[config.mk]
export PLATFORM = sky130hd
export DESIGN_NAME = trdb_branch_map_decoder
export DESIGN_NICKNAME = d
export VERILOG_FILES = /design/src/rtl/trdb_pkg.sv /design/src/rtl/trdb_branch_map_decoder.sv
export SDC_FILE = /design/constraint.sdc
export NUM_CORES = 1
export LEC_CHECK = 0
export ABC_CLOCK_PERIOD_IN_PS = 3170
export BUFFER_PORTS_ARGS = -buffer_cell sky130_fd_sc_hd__buf_2
export CORE_MARGIN = 3
export CORE_UTILIZATION = 50
export CTS_CLUSTER_SIZE = 8
export DETAILED_ROUTE_END_ITERATION = 6
export PLACE_DENSITY = 0.8
export SLEW_MARGIN = 10
export SYNTH_ARGS = -nofsm -noshare
export SYNTH_HDL_FRONTEND = slang
export SYNTH_SLANG_ARGS = --single-unit
[constraint.sdc]
create_clock -name clk_i -period 3.17 [get_ports clk_i]
set_clock_uncertainty 0.05 [all_clocks]
set_input_delay 0 -clock clk_i [delete_from_list [all_inputs] [get_ports clk_i]]
set_output_delay 0 -clock clk_i [all_outputs]
set_load 0.005 [all_outputs]
[src/rtl/trdb_pkg.sv]
// Shared types for the trace decoder branch-map path.
// Slot storage layout, slot-level state encoding and the per-slot update helper.
package trdb_pkg;

  localparam int BRANCH_MAP_LEN = 31;
  localparam int BRANCH_CNT_W   = 5;

  localparam logic [BRANCH_CNT_W:0] CNT_ONE = (BRANCH_CNT_W+1)'(1);

  typedef struct packed {
    logic [BRANCH_MAP_LEN-1:0] bits;
    logic [BRANCH_CNT_W:0]     cnt;
    logic                      valid;
  } branch_map_slot_t;

  typedef enum logic [1:0] {
    EMPTY,
    ONE,
    TWO
  } bmap_state_e;

  typedef enum logic [1:0] {
    SLOT_HOLD,
    SLOT_CLEAR,
    SLOT_LOAD,
    SLOT_SHIFT
  } slot_op_e;

  // Shifting out the final branch leaves the slot empty with a zero count,
  // so remaining can simply add both counts.
  function automatic branch_map_slot_t slot_update(input branch_map_slot_t cur,
                                                   input slot_op_e         op,
                                                   input branch_map_slot_t src);
    branch_map_slot_t nxt;
    nxt = cur;
    case (op)
      SLOT_CLEAR: nxt = '0;
      SLOT_LOAD:  nxt = src;
      SLOT_SHIFT: begin
        nxt.bits  = cur.bits >> 1;
        nxt.cnt   = cur.cnt - CNT_ONE;
        nxt.valid = (cur.cnt != CNT_ONE);
      end
      default:    nxt = cur;
    endcase
    return nxt;
  endfunction

endpackage

[src/rtl/trdb_branch_map_decoder.sv]
// Replays double-buffered branch maps as one taken/not-taken outcome per cycle.
// 1-cycle accept-to-output latency; map_ready drops only while both slots are full.
module trdb_branch_map_decoder
  import trdb_pkg::*;
#(
  parameter int MAP_LEN = BRANCH_MAP_LEN,
  parameter int CNT_W   = BRANCH_CNT_W
) (
  input  logic               clk_i,
  input  logic               rst_i,
  input  logic               flush_i,
  input  logic               map_valid_i,
  output logic               map_ready_o,
  input  logic [CNT_W-1:0]   map_count_i,
  input  logic [MAP_LEN-1:0] map_bits_i,
  output logic               out_valid_o,
  input  logic               out_ready_i,
  output logic               out_taken_o,
  output logic               out_last_o,
  output logic [CNT_W:0]     remaining_o
);

  localparam logic [CNT_W:0] FULL_CNT = (CNT_W+1)'(MAP_LEN);

  bmap_state_e      state, state_nxt;
  branch_map_slot_t act, pend;
  branch_map_slot_t in_slot, act_src;
  slot_op_e         act_op, pend_op;
  logic             accept, fire, last_fire;

  assign fire      = act.valid && out_ready_i;
  assign last_fire = fire && (act.cnt == CNT_ONE);
  assign accept    = map_valid_i && map_ready_o;

  always_comb begin
    in_slot       = '0;
    in_slot.bits  = map_bits_i;
    in_slot.cnt   = (map_count_i == '0) ? FULL_CNT : {1'b0, map_count_i};
    in_slot.valid = 1'b1;
  end

  always_ff @(posedge clk_i or posedge rst_i) begin
    if (rst_i) begin
      state <= EMPTY;
    end else begin
      state <= state_nxt;
    end
  end

  always_comb begin
    state_nxt = state;
    act_op    = SLOT_HOLD;
    pend_op   = SLOT_HOLD;
    act_src   = in_slot;
    if (flush_i) begin
      state_nxt = EMPTY;
      act_op    = SLOT_CLEAR;
      pend_op   = SLOT_CLEAR;
    end else begin
      case (state)
        EMPTY: begin
          if (accept) begin
            act_op    = SLOT_LOAD;
            state_nxt = ONE;
          end
        end
        ONE: begin
          // A map arriving as the last branch drains goes straight to ACTIVE.
          if (accept && last_fire) begin
            act_op = SLOT_LOAD;
          end else if (accept) begin
            pend_op   = SLOT_LOAD;
            act_op    = fire ? SLOT_SHIFT : SLOT_HOLD;
            state_nxt = TWO;
          end else if (fire) begin
            act_op    = SLOT_SHIFT;
            state_nxt = last_fire ? EMPTY : ONE;
          end
        end
        TWO: begin
          if (last_fire) begin
            act_src   = pend;
            act_op    = SLOT_LOAD;
            pend_op   = SLOT_CLEAR;
            state_nxt = ONE;
          end else if (fire) begin
            act_op = SLOT_SHIFT;
          end
        end
        default: state_nxt = EMPTY;
      endcase
    end
  end

  always_ff @(posedge clk_i or posedge rst_i) begin
    if (rst_i) begin
      act  <= '0;
      pend <= '0;
    end else begin
      act  <= slot_update(act, act_op, act_src);
      pend <= slot_update(pend, pend_op, in_slot);
    end
  end

  always_comb begin
    map_ready_o = (state != TWO) && !flush_i;
    out_valid_o = act.valid;
    out_taken_o = act.valid && !act.bits[0];
    out_last_o  = act.valid && (act.cnt == CNT_ONE);
    remaining_o = act.cnt + pend.cnt;
  end

endmodule

# [After elaboration in Yosys (flattened, before gate mapping)]
# Index checks and enable logic that the tools add are counted.
[op_classes] addsub=3 eq_ne=16 n_mux=24 reduce_logical=14
[ops] operator="one-hot mux 38 bit (3 select lines)" count=2
[ops] operator="two-way mux 38 bit" count=3
[ops] operator="two-way mux 2 bit" count=13
[ops] operator="!= test 6 x 1 -> 1 bit (second input constant)" count=2
[ops] operator="one-hot mux 2 bit (3 select lines)" count=2
[ops] operator="subtractor 6 x 1 -> 6 bit (second input constant)" count=2
[ops] operator="== test 2 bit (second input constant)" count=5
[ops] operator="!= test 3 bit (second input constant)" count=3
[ops] operator="logical AND 1 bit" count=7
[ops] operator="adder 6 bit" count=1
[ops] operator="== test 2 x 1 -> 1 bit (second input constant)" count=3
[ops] operator="== test 6 x 1 -> 1 bit (second input constant)" count=1
[ops] operator="nonzero test 3 bit" count=2
[ops] operator="logical NOT 5 bit" count=1
[ops] operator="two-way mux 5 bit" count=1
[ops] operator="!= test 4 bit (second input constant)" count=1
[ops] operator="one-hot mux 2 bit (2 select lines)" count=1
[ops] operator="AND reduction 4 bit" count=1
[ops] operator="logical NOT 1 bit" count=2
[ops] operator="logical NOT 2 bit" count=1
[ops] operator="two-way mux 1 bit" count=2
[ops] operator="!= test 2 bit (second input constant)" count=1
[totals] ff_bits=78 input_bits=41 out_inout_bits=10 word_cells=64

# [Longest topological paths before layout]
# Gate-level depths: netlist of the first run.
[depth] ltp_word=9 depth_mapped=9 depth_no_buf=7

# [Worst setup path before layout of the first run]
# Ideal clock, no wire load.
[synth_timing] path_type="reg2reg" from="register state[0]" to="register act[6] (netlist name)" setup_time_ps=134 arrival_ps=2041 required_ps=2986 slack_ps=945 path_stages_with_launch=9 path_buffers=2 period_less_slack_ps=2225 cell_sequence="dfrtp_1 > inv_1 > ha_1 > or3b_2 > a211o_1 > clkbuf_1 > clkbuf_1 > a211oi_1 > o21ai_0"
[synth_between] elab_chain_cells=9 elab_cells_between_ends=18 classes_between="eq/ne: 6; mux: 7; reduce/logical: 5"
[synth_rtl] item="from (decl)" line_no="trdb_branch_map_decoder.sv:25" text="bmap_state_e state, state_nxt;"
[synth_rtl] item="from (signal assigned)" line_no="trdb_branch_map_decoder.sv:46" text="state <= state_nxt;"
[synth_rtl] item="!= test 2 bit" line_no="trdb_branch_map_decoder.sv:106" text="map_ready_o = (state != TWO) && !flush_i;"
[synth_rtl] item="logical AND 1 bit" line_no="trdb_branch_map_decoder.sv:106"
[synth_rtl] item="logical AND 1 bit" line_no="trdb_branch_map_decoder.sv:33" text="assign accept = map_valid_i && map_ready_o;"
[synth_rtl] item="logical AND 1 bit" line_no="trdb_branch_map_decoder.sv:69" text="if (accept && last_fire) begin"
[synth_rtl] item="two-way mux 2 bit" line_no="trdb_branch_map_decoder.sv:69"
[synth_rtl] item="one-hot mux 2 bit (3 select lines)" line_no="trdb_branch_map_decoder.sv:60" text="case (state)"
[synth_rtl] item="two-way mux 2 bit" line_no="trdb_branch_map_decoder.sv:55" text="if (flush_i) begin"
[synth_rtl] item="== test 2 bit or == test 2 x 1 -> 1 bit (tied branches)" line_no="trdb_pkg.sv:36" text="case (op)"
[synth_rtl] item="one-hot mux 38 bit (3 select lines) or nonzero test 3 bit (tied branches)"
[synth_rtl] item="to (signal assigned)" line_no="trdb_branch_map_decoder.sv:100" text="act <= slot_update(act, act_op, act_src);"
[synth_rtl] item="to (decl)" line_no="trdb_branch_map_decoder.sv:26" text="branch_map_slot_t act, pend;"
# Several ways; a longest one is shown, not always the timed one.
# A chain may end at the register's enable or synchronous reset.

# [Final worst setup path of the first run]
[layout_timing] from="register state[0]" to="register pend[2] (netlist name)"
[layout_between] elab_chain_cells=9 elab_cells_between_ends=15 classes_between="eq/ne: 6; mux: 5; reduce/logical: 4"
[layout_rtl] item="!= test 2 bit" line_no="trdb_branch_map_decoder.sv:106"
[layout_rtl] item="logical AND 1 bit" line_no="trdb_branch_map_decoder.sv:106"
[layout_rtl] item="logical AND 1 bit" line_no="trdb_branch_map_decoder.sv:33"
[layout_rtl] item="two-way mux 2 bit or logical AND 1 bit (tied branches)" line_no="trdb_branch_map_decoder.sv:71, trdb_branch_map_decoder.sv:69"
[layout_rtl] item="two-way mux 2 bit" line_no="trdb_branch_map_decoder.sv:69"
[layout_rtl] item="one-hot mux 2 bit (2 select lines) (*)" line_no="trdb_branch_map_decoder.sv:60"
[layout_rtl] item="two-way mux 2 bit (*)" line_no="trdb_branch_map_decoder.sv:55"
[layout_rtl] item="== test 2 bit or == test 2 x 1 -> 1 bit (tied branches)" line_no="trdb_pkg.sv:36"
[layout_rtl] item="one-hot mux 38 bit (3 select lines) or nonzero test 3 bit (tied branches)"
[layout_rtl] item="to (signal assigned)" line_no="trdb_branch_map_decoder.sv:101" text="pend <= slot_update(pend, pend_op, in_slot);"
[layout_rtl] item="to (decl)" line_no="trdb_branch_map_decoder.sv:26"
# Every way passes the cells marked *; elsewhere a longest branch is shown, timed or not.

==> impl_results.md, run 1 <==
- Slew @ Worst Pin: 0.951 ns
- Final setup fails: 0
- Yosys top cell by area: dfrtp_1
- Fmax: between 0.3 and 0.4 GHz
- Cells after Synth: approximately 370
- Ratio of cells with drive above 1 in the final layout: 0.191
- Drt total wl: between 9000 and 10,000 um
- Routed Antenna Nets: 0
- First-pass GRT wire length: 16,000 um
- Outcome: complete, no violations
- CTS tree: built
- Initial antenna violation count: 0
- Place WS: 0.530 ns
- Wire length per cell: between 15 and 20 um
- Via count: between 3,000 and 4,000
- Pleak: 2.26 nW
- Slew margin rel.: 0.366
- Fin crit period: roughly 2.7 ns
- Clock Tree Root: clkbuf_8
- Count of cells resized by post-cts repair: 0
- Req. time, crit path: ~3.4 ns
- Min-Delay Path Class: primary input to flop
- Ant. Diodes: 0
- Initial DRT Pass Iterations: 5
- CTS sink count: 78
- Port bufs: 50
- Die Footprint: 0.00934 sq mm
- Final setup TNS: 0 ns
- Critical Path End Type: flop
- Critical Path AT: roughly 3 ns
- Most frequent cells in the layout: dfrtp_1 (78), buf_2 (50), a22o_1 (35), o21ai_0 (35), mux2i_1 (35)
- PwrDens: just over 600 mW/mm^2
- Syn_area_per_cell: approximately 11 sq um
- R2R depth: 7
- Netlist Area Pre-Place: a little over 0.004 sq mm
- CTS clk-pin slew, worst paths: about 0.080 ns
- WHS Path Cells: 3
- Unique masters post-synth: between 50 and 60
- Worst-path maximum fanout: 39
- Startpoint Class: flop
- Gp weighted congestion: between 0.9 and 1
- Setup CP Type: flop to flop
- Num CTS Buffers: 9
- Most common cell after layout, fill and taps aside: dfrtp_1
- Final setup margin: roughly 0.47 ns
- Max_cap viols: 0
- Post-DP HPWL: around 5900 um
- Global router's overall resource usage: 0.206
- Synth warn: 0
- Die X: roughly 97 um
- Area growth, synth to finish: 22.3%
- Total grt overflow: 0
- Top cell type's share of synthesized area: 0.475
- Clock insertion delay at the later pin of the skew report: approximately 0.35 ns
- Die height: 96.6 um
- Ys flop type: dfrtp_1
- Vias in the first global route: ~3,300
- Vias/cell: about 6.1
- Largest net degree at the start of global routing: 79
- Final Max Tran Viols: 0
- Number of I/O pins: 51
- Detailed-route DRC error count: 0
- FILL cells: 637
- Syn Nets: between 400 and 500
- Worst vdd ir: approximately 0.39 mV
- Sequential element share of the synthesized area: 0.475
- WHS: 0.0303 ns
- Core Region: about 0.008 sq mm
- Flops & latches, synth: slightly below 80
- Fin crit share: 0.851
- RSZ-0062 raised after global routing: no
- FP Rows: 32
- Post-synth EDFFs: 0
- Total Nets Final: 493
- Final hold vios: 0
- Drt initial violations: ~230
- Largest cells by area after synthesis: dfrtp_1 (48%), mux2i_1 (8.5%), a22o_1 (7.5%)
- Post-synthesis async set-or-reset flop share: 1.00
- CTS max path bufs: 2
- Initial core utilization: 0.523
- H-tree depth: 3
## area by class of cell
class                   instances  area (sq um)  area share
flip-flops and latches         78          1950       0.389
clock buffers                  10           138      0.0274
well taps                     102           128      0.0254
clock inverters                 6           133      0.0264
inverters                      15          56.3      0.0112
multi-input cells             246          1970       0.393
repair buffers                 90           646       0.129
## power by group
| part | leakage (nW) | switching [mW] | internal (mW) | total (mW) |
|---|---|---|---|---|
| logic | 1.06 | 0.484 | 0.344 | 0.827 |
| clock network | 0.132 | 0.364 | 0.623 | 0.987 |
| registers | 1.07 | 0.143 | 1.16 | 1.31 |
## critical path, stage by stage, from the launching register on
cell      delay [ns]
dfrtp_1         0.41
inv_1           0.11
ha_1            0.52
and4bb_2        0.32
o311a_4         0.27
a211oi_4        0.27
buf_4           0.41
a22o_1          0.23
## cells by family after synthesis
group | share of synthesized area
compound gates | 0.263
xor+xnor | 0.0128
fa+ha+maj | 0.0384
buf+inv | 0.0506
flops | 0.475
mux | 0.0881
simple gates | 0.0716
## sequential cells by signal (all words and copies together) (netlist names)
register,cells
out_valid_o,1
act,37
state,2
pend,38
## stage by stage
step	instances	area [sq um]	utilization	power, mW
after global routing	547	5020	0.640	3.28
after CTS	547	5020	0.640	3.12
after global placement	498	4420	0.564	2.08
final	547	5020	0.640	3.12
after detailed placement	498	4420	0.564	2.11
after floorplan	368	4110	-	1.86
## what timing repair did
action / 4_1_cts / 5_1_grt
setup buffers: 0 / 0
hold buffers: 33 / 0
hold endpoints to repair: 141 / 0
## metal layers
| metal | routed length [um] | part of all wire | GRT usage | vias up |
|---|---|---|---|---|
| met5 | 0 | 0 | 0 | - |
| met4 | 211 | 0.022 | 0.0972 | 0 |
| met3 | 317 | 0.033 | 0.0332 | 21 |
| met2 | 4810 | 0.50 | 0.326 | 86 |
| met1 | 4230 | 0.44 | 0.279 | 1671 |
| li1 | - | - | - | 1571 |
## Yosys cell counts, types with 4 or more instances
| master | number |
|---|---|
| dfrtp_1 | 78 |
| a22o_1 | 35 |
| mux2i_1 | 35 |
| o21ai_0 | 35 |
| a32oi_1 | 30 |
| clkbuf_1 | 15 |
| inv_1 | 15 |
| nand2_1 | 14 |
| ha_1 | 11 |
| nor3_1 | 8 |
| nor2_1 | 7 |
| o221ai_1 | 5 |
| a21o_1 | 4 |
| buf_2 | 4 |
| buf_4 | 4 |
| or3_1 | 4 |
| xor2_1 | 4 |
## final timing paths
check | startpoint | end | slack [ns]
worst max-delay path | state[0]$_DFFE_PP0P_ | pend[2]$_DFFE_PP0P_ | 0.47
worst min-delay path | map_count_i[2] | pend[3]$_DFFE_PP0P_ | 0.03
worst max register to register | state[0]$_DFFE_PP0P_ | pend[2]$_DFFE_PP0P_ | 0.47
worst min register to register | act[8]$_DFFE_PP0P_ | act[8]$_DFFE_PP0P_ | 0.45
max in group asynchronous | rst_i | pend[2]$_DFFE_PP0P_ | 2.01
min in group asynchronous | rst_i | pend[24]$_DFFE_PP0P_ | 0.45
(Power assumes the default switching activity.)
==> inputs of run 2 (changes only) <==
- CORE_UTILIZATION: 50 -> 54
- PLACE_DENSITY: 0.8 -> 0.85
==> run 2 against run 1 <==
Via count increased by 0.84%. Clock-buffer cell count grew 1. Register-to-register slack better by 0.05 ns. Worst setup slack gained 0.048 ns. Cell area down 0.15%. Combinational power is essentially flat. Core utilization grew 4.4 points. Critical path type unchanged. Largest power group unchanged.
==> impl_results.md, run 2 (synthesis results as in run 1) <==
- Psw: just under 1 mW
- Vias in the first global route: ~3,300
- Biggest register: pend
- Clock insertion delay at the later pin of the skew report: ~0.35 ns
- Max FFs per register: 38
- Req. time, crit path: ~3.4 ns
- Most frequent cells in the layout: dfrtp_1 (78), buf_2 (50), a22o_1 (35), o21ai_0 (35), mux2i_1 (35)
- Ratio of cells with drive above 1 in the final layout: 0.191
- Total power draw: 3.07 mW
- Drt total wl: between 9000 and 10,000 um
- Fmax: 0.377 GHz
- Wire length per cell: 17.7 um
- Final hold vios: 0
- Die height: ~93 um
- Slew @ Worst Pin: roughly 0.95 ns
- Global router's overall resource usage: 0.235
- Die Footprint: between 0.008 and 0.009 sq mm
- Clock Tree Root: clkbuf_8
- Routed Antenna Nets: 0
- WHS: 0.0167 ns
- Sequential Power Share: 0.429
- Detailed-route DRC error count: 0
- Sw frac: 0.324
- Pleak: roughly 2.2 nW
- Drt initial violations: between 300 and 400
- Core Region: approximately 0.0073 sq mm
- Total Nets Final: 494
- Largest net degree at the start of global routing: between 70 and 80
- Port bufs: 50
- Max_cap viols: 0
- CTS sink count: just under 80
- Startpoint Class: flop
- Comb pwr share: 0.270
- Critical Path AT: between 2 and 3 ns
- Worst-path maximum fanout: 39
- Count of cells resized by post-cts repair: 0
- Critical Path End Type: flop
- FILL cells: between 500 and 600
- Ant. Diodes: 0
- Vias/cell: 6.20
- Initial antenna violation count: 0
- Final setup TNS: 0 ns
- Die X: between 90 and 100 um
- Worst vdd ir: ~0.34 mV
- CTS max path bufs: 2
- Biggest regs: pend x38, act x37, state x2
- Number of I/O pins: just over 50
- Most common cell after layout, fill and taps aside: dfrtp_1
- Final Max Tran Viols: 0
- Int Power: ~2.1 mW
- Gp weighted congestion: around 0.90
- Fin crit share: 0.836
- Final setup fails: 0
- Outcome: complete, no violations
- Initial core utilization: 0.560
- PwrDens: ~610 mW/mm^2
- RSZ-0062 raised after global routing: no
- Num CTS Buffers: 9
- Area growth, synth to finish: 22.2%
- Setup CP Type: flop to flop
- Total grt overflow: 0
- First-pass GRT wire length: 16,200 um
- Fin crit period: approximately 2.7 ns
- Via count: 3,377
- Initial DRT Pass Iterations: 5
- Post-DP HPWL: around 6000 um
- CTS clk-pin slew, worst paths: around 0.08 ns
- Slew margin rel.: 0.368
- H-tree depth: 3
- CTS tree: built
- FP Rows: 31
- Clock power frac: 0.301
- Min-Delay Path Class: primary input to flop
## run 2: cell count changes in the layout (fill, tap and decap cells not counted)
cell / change
bufinv_16: -1
clkbuf_8: +1
clkinv_2: -1
clkinvlp_4: +1
dlygate4sd3_1: +1
## run 2: cell type report
class,instances,area (sq um),area share
flip-flops and latches,78,1950,0.389
clock inverters,5,105,0.0210
clock buffers,11,151,0.0302
inverters,15,56.3,0.0112
well taps,99,124,0.0247
repair buffers,91,656,0.131
multi-input cells,246,1970,0.393
## run 2: metrics by stage
step / instance area [sq um] / utilization / cells / setup slack [ns]
3_3_place_gp: 4420 / 0.603 / 495 / 0.619
3_5_place_dp: 4420 / 0.603 / 495 / 0.582
6_report: 5020 / 0.684 / 545 / 0.520
5_1_grt: 5020 / 0.684 / 545 / 0.374
4_1_cts: 5020 / 0.684 / 545 / 0.548
2_1_floorplan: 4110 / - / 368 / 0.945
## run 2: critical path, cell delays in order (launching register included)
cell	delay, ns
dfrtp_1	0.41
inv_1	0.11
ha_1	0.49
and4bb_2	0.32
o311a_4	0.28
a211oi_4	0.27
buf_4	0.39
a22o_1	0.21
## run 2: worst paths after layout
path / start / to / slack (ns) / cells past startpoint
setup reg to reg: state[0]$_DFFE_PP0P_ / pend[4]$_DFFE_PP0P_ / 0.52 / 7
min in group asynchronous: rst_i / act[34]$_DFFE_PP0P_ / 0.46 / 4
max in group asynchronous: rst_i / state[0]$_DFFE_PP0P_ / 2.02 / 4
hold reg to reg: act[13]$_DFFE_PP0P_ / act[13]$_DFFE_PP0P_ / 0.45 / 2
setup / recovery: state[0]$_DFFE_PP0P_ / pend[4]$_DFFE_PP0P_ / 0.52 / 7
hold / removal: map_count_i[2] / pend[3]$_DFFE_PP0P_ / 0.02 / 3
## run 2: metal layers
metal,up-vias,track usage,part of all wire
met1,1673,0.314,0.45
met4,0,0.0769,0.017
met5,-,0,0
met2,113,0.386,0.49
li1,1573,-,-
met3,18,0.0475,0.045
## run 2: power groups by stage
stage                     sequential [mW]  combinational (mW)  clock (mW)
after global routing                 1.34               0.924       0.967
after detailed placement             1.32               0.788           0
final                                1.32               0.829       0.925
after CTS                            1.31               0.828       0.933
after floorplan                      1.27               0.585           0
after global placement               1.31               0.768           0
## run 2: timing repair
| item | 4_1_cts | 5_1_grt |
|---|---|---|
| setup buffers | 0 | 0 |
| hold buffers | 34 | 0 |
| setup endpoints to repair | 0 | 0 |
| endpoints found under the hold margin | 142 | 0 |
==> inputs of run 3 (changes only) <==
- ABC_CLOCK_PERIOD_IN_PS: 3170 -> 2400
- CORE_UTILIZATION: 54 -> 52
- PLACE_DENSITY: 0.85 -> 0.86
- clock period: 3.17 -> 2.4 ns (I/O delays scaled with it)
==> run 3 against run 2 <==
Core utilization grew 0.59 points. Non-clock buffer count grew 14. Clock-buffer cell count is the same. Worst setup slack lost 0.44 ns. Hold slack gained 0.013 ns. Critical path type unchanged. Largest cell class unchanged. Largest power group unchanged. Highest routed layer unchanged.
==> impl_results.md, run 3 (synthesis results as in run 1) <==
- Worst path bufs/invs: 2
- CTS tree: built
- Via count: about 3,500
- Routed Antenna Nets: 0
- Biggest register: pend
- Post-DP HPWL: about 6200 um
- Placed instance area: 0.00455 sq mm
- Fin cells: 559
- Most common cell after layout, fill and taps aside: dfrtp_1
- Die Footprint: around 0.009 sq mm
- CTS clk-pin slew, worst paths: approximately 0.080 ns
- Postcts setup bufs: 0
- CTS max path bufs: 2
- PwrDens: approximately 790 mW/mm^2
- Max FFs per register: 38
- Largest delay contributor family on the critical path: compound AO/OA/AOI/OAI gates
- WHS: ~0.03 ns
- Total power draw: 4.04 mW
- Initial antenna violation count: 0
- Drt total wl: roughly 10,000 um
- Met2 wire length: 5080 um
- Slew @ Worst Pin: between 0.6 and 0.7 ns
- CTS sink count: 78
- Setup CP Type: flop to flop
- Ratio of cells with drive above 1 in the final layout: 0.213
- Crit path largest cell delay: roughly 0.50 ns
- Vias in the first global route: approximately 3,600
- Die height: 94.9 um
- Biggest regs: pend x38, act x37, state x2
- Met3 Wirelength: between 600 and 700 um
- Most frequent cells in the layout: dfrtp_1 (78), buf_2 (50)
- Drt initial violations: 360
- Inst Count DP: just over 500
- Detailed-route DRC error count: 0
- Outcome: complete, no violations
- Total grt overflow: 0
- Total Nets Final: 508
- Final Util: 0.690
- Clock Tree Root: clkbuf_8
- Critical path's slowest cell: or3b_2
- Crit-path cells: inv_1 > ha_1 > or3b_2 > a211o_1 > buf_6 > a32oi_1 > o21ai_0
- Slew margin rel.: 0.574
- Min-Delay Path Class: primary input to flop
- Fin crit share: 0.965
- Max_cap viols: 0
- Design Area, Final: 0.00514 sq mm
- Final setup fails: 0
- Initial core utilization: 0.551
- Final setup TNS: 0 ns
- Worst-path maximum fanout: 34
- Largest net degree at the start of global routing: 39
- FP Rows: 31
- Core Region: ~0.0074 sq mm
- Ant. Diodes: 0
- Uppermost layer routed: met4
- RSZ-0062 raised after global routing: no
- Critical Path AT: 2.49 ns
- Gp weighted congestion: roughly 0.86
- Port bufs: 50
- Global router's overall resource usage: 0.248
- Clock insertion delay at the later pin of the skew report: 0.35 ns
- FILL cells: 552
- Final hold vios: 0
- Initial DRT Pass Iterations: 5
- WL met1: 4360 um
- Critical Path End Type: flop
- Worst vdd ir: ~0.45 mV
- Number of I/O pins: 51
- Wire length per cell: between 15 and 20 um
- Pleak: 2.33 nW
- Num CTS Buffers: 9
- H-tree depth: 3
- Fin crit period: approximately 2.3 ns
- Fmax: 0.432 GHz
- Area growth, synth to finish: 25.2%
- First-pass GRT wire length: roughly 17,000 um
- Startpoint Class: flop
- Place WS: between 0.1 and 0.15 ns
- Final Max Tran Viols: 0
- Die X: between 90 and 100 um
- Req. time, crit path: between 2 and 3 ns
- Vias/cell: between 6 and 7
- Final setup margin: about 0.083 ns
[run 3: cell types whose count changed in the layout (fill, tap and decap cells not counted)]
cell,change
a2111oi_0,-1
buf_6,+1
bufinv_16,-1
a32oi_1,-1
inv_6,+1
a32oi_2,+1
clkbuf_8,-1
clkbuf_1,+1
buf_4,+9
a2111oi_1,+1
clkinv_2,+1
buf_12,+3
clkinvlp_4,-1
dlygate4sd3_1,+1
[run 3: where the power goes]
part / switching, mW / internal [mW] / total (mW)
combinational: 0.692 / 0.518 / 1.21
clock: 0.485 / 0.616 / 1.10
sequential: 0.190 / 1.54 / 1.73
[run 3: cell type report]
cell class	instances	area, sq um	share of cell area
inverters	15	56.3	0.0110
clock inverters	5	81.3	0.0158
clock buffers	11	141	0.0275
well taps	99	124	0.0241
flip-flops and latches	78	1950	0.380
repair buffers	105	805	0.157
multi-input cells	246	1980	0.385
[run 3: layer usage]
metal  GRT usage  vias up
met5           0        -
met4       0.111        0
met3      0.0311       30
met2       0.410      163
met1       0.327     1743
li1            -     1598
[run 3: path summary, 6_finish.rpt]
| kind | from | slack, ns | cells after the start | to |
|---|---|---|---|---|
| setup / recovery | state[0]$_DFFE_PP0P_ | 0.08 | 7 | act[28]$_DFFE_PP0P_ |
| hold / removal | map_count_i[3] | 0.03 | 3 | pend[4]$_DFFE_PP0P_ |
| setup reg to reg | state[0]$_DFFE_PP0P_ | 0.08 | 7 | act[28]$_DFFE_PP0P_ |
| hold reg to reg | act[8]$_DFFE_PP0P_ | 0.45 | 2 | act[8]$_DFFE_PP0P_ |
| max in group asynchronous | rst_i | 1.28 | 4 | pend[25]$_DFFE_PP0P_ |
| min in group asynchronous | rst_i | 0.25 | 3 | pend[22]$_DFFE_PP0P_ |
[run 3: what timing repair did]
item / 4_1_cts / 5_1_grt
setup endpoints to repair: 0 / 12
hold endpoints to repair: 95 / 0
hold buffers: 35 / 0
resized for setup: 0 / 3
[run 3: worst reg2reg max path, delay by kind of cell, from the launching register on]
family                   cells  cell delay, ns
adder cells (fa/ha/maj)      1            0.21
AO/OA/AOI/OAI                3            0.74
flip-flops                   1            0.39
AND/OR/NAND/NOR              1            0.50
buffers and inverters        2            0.29
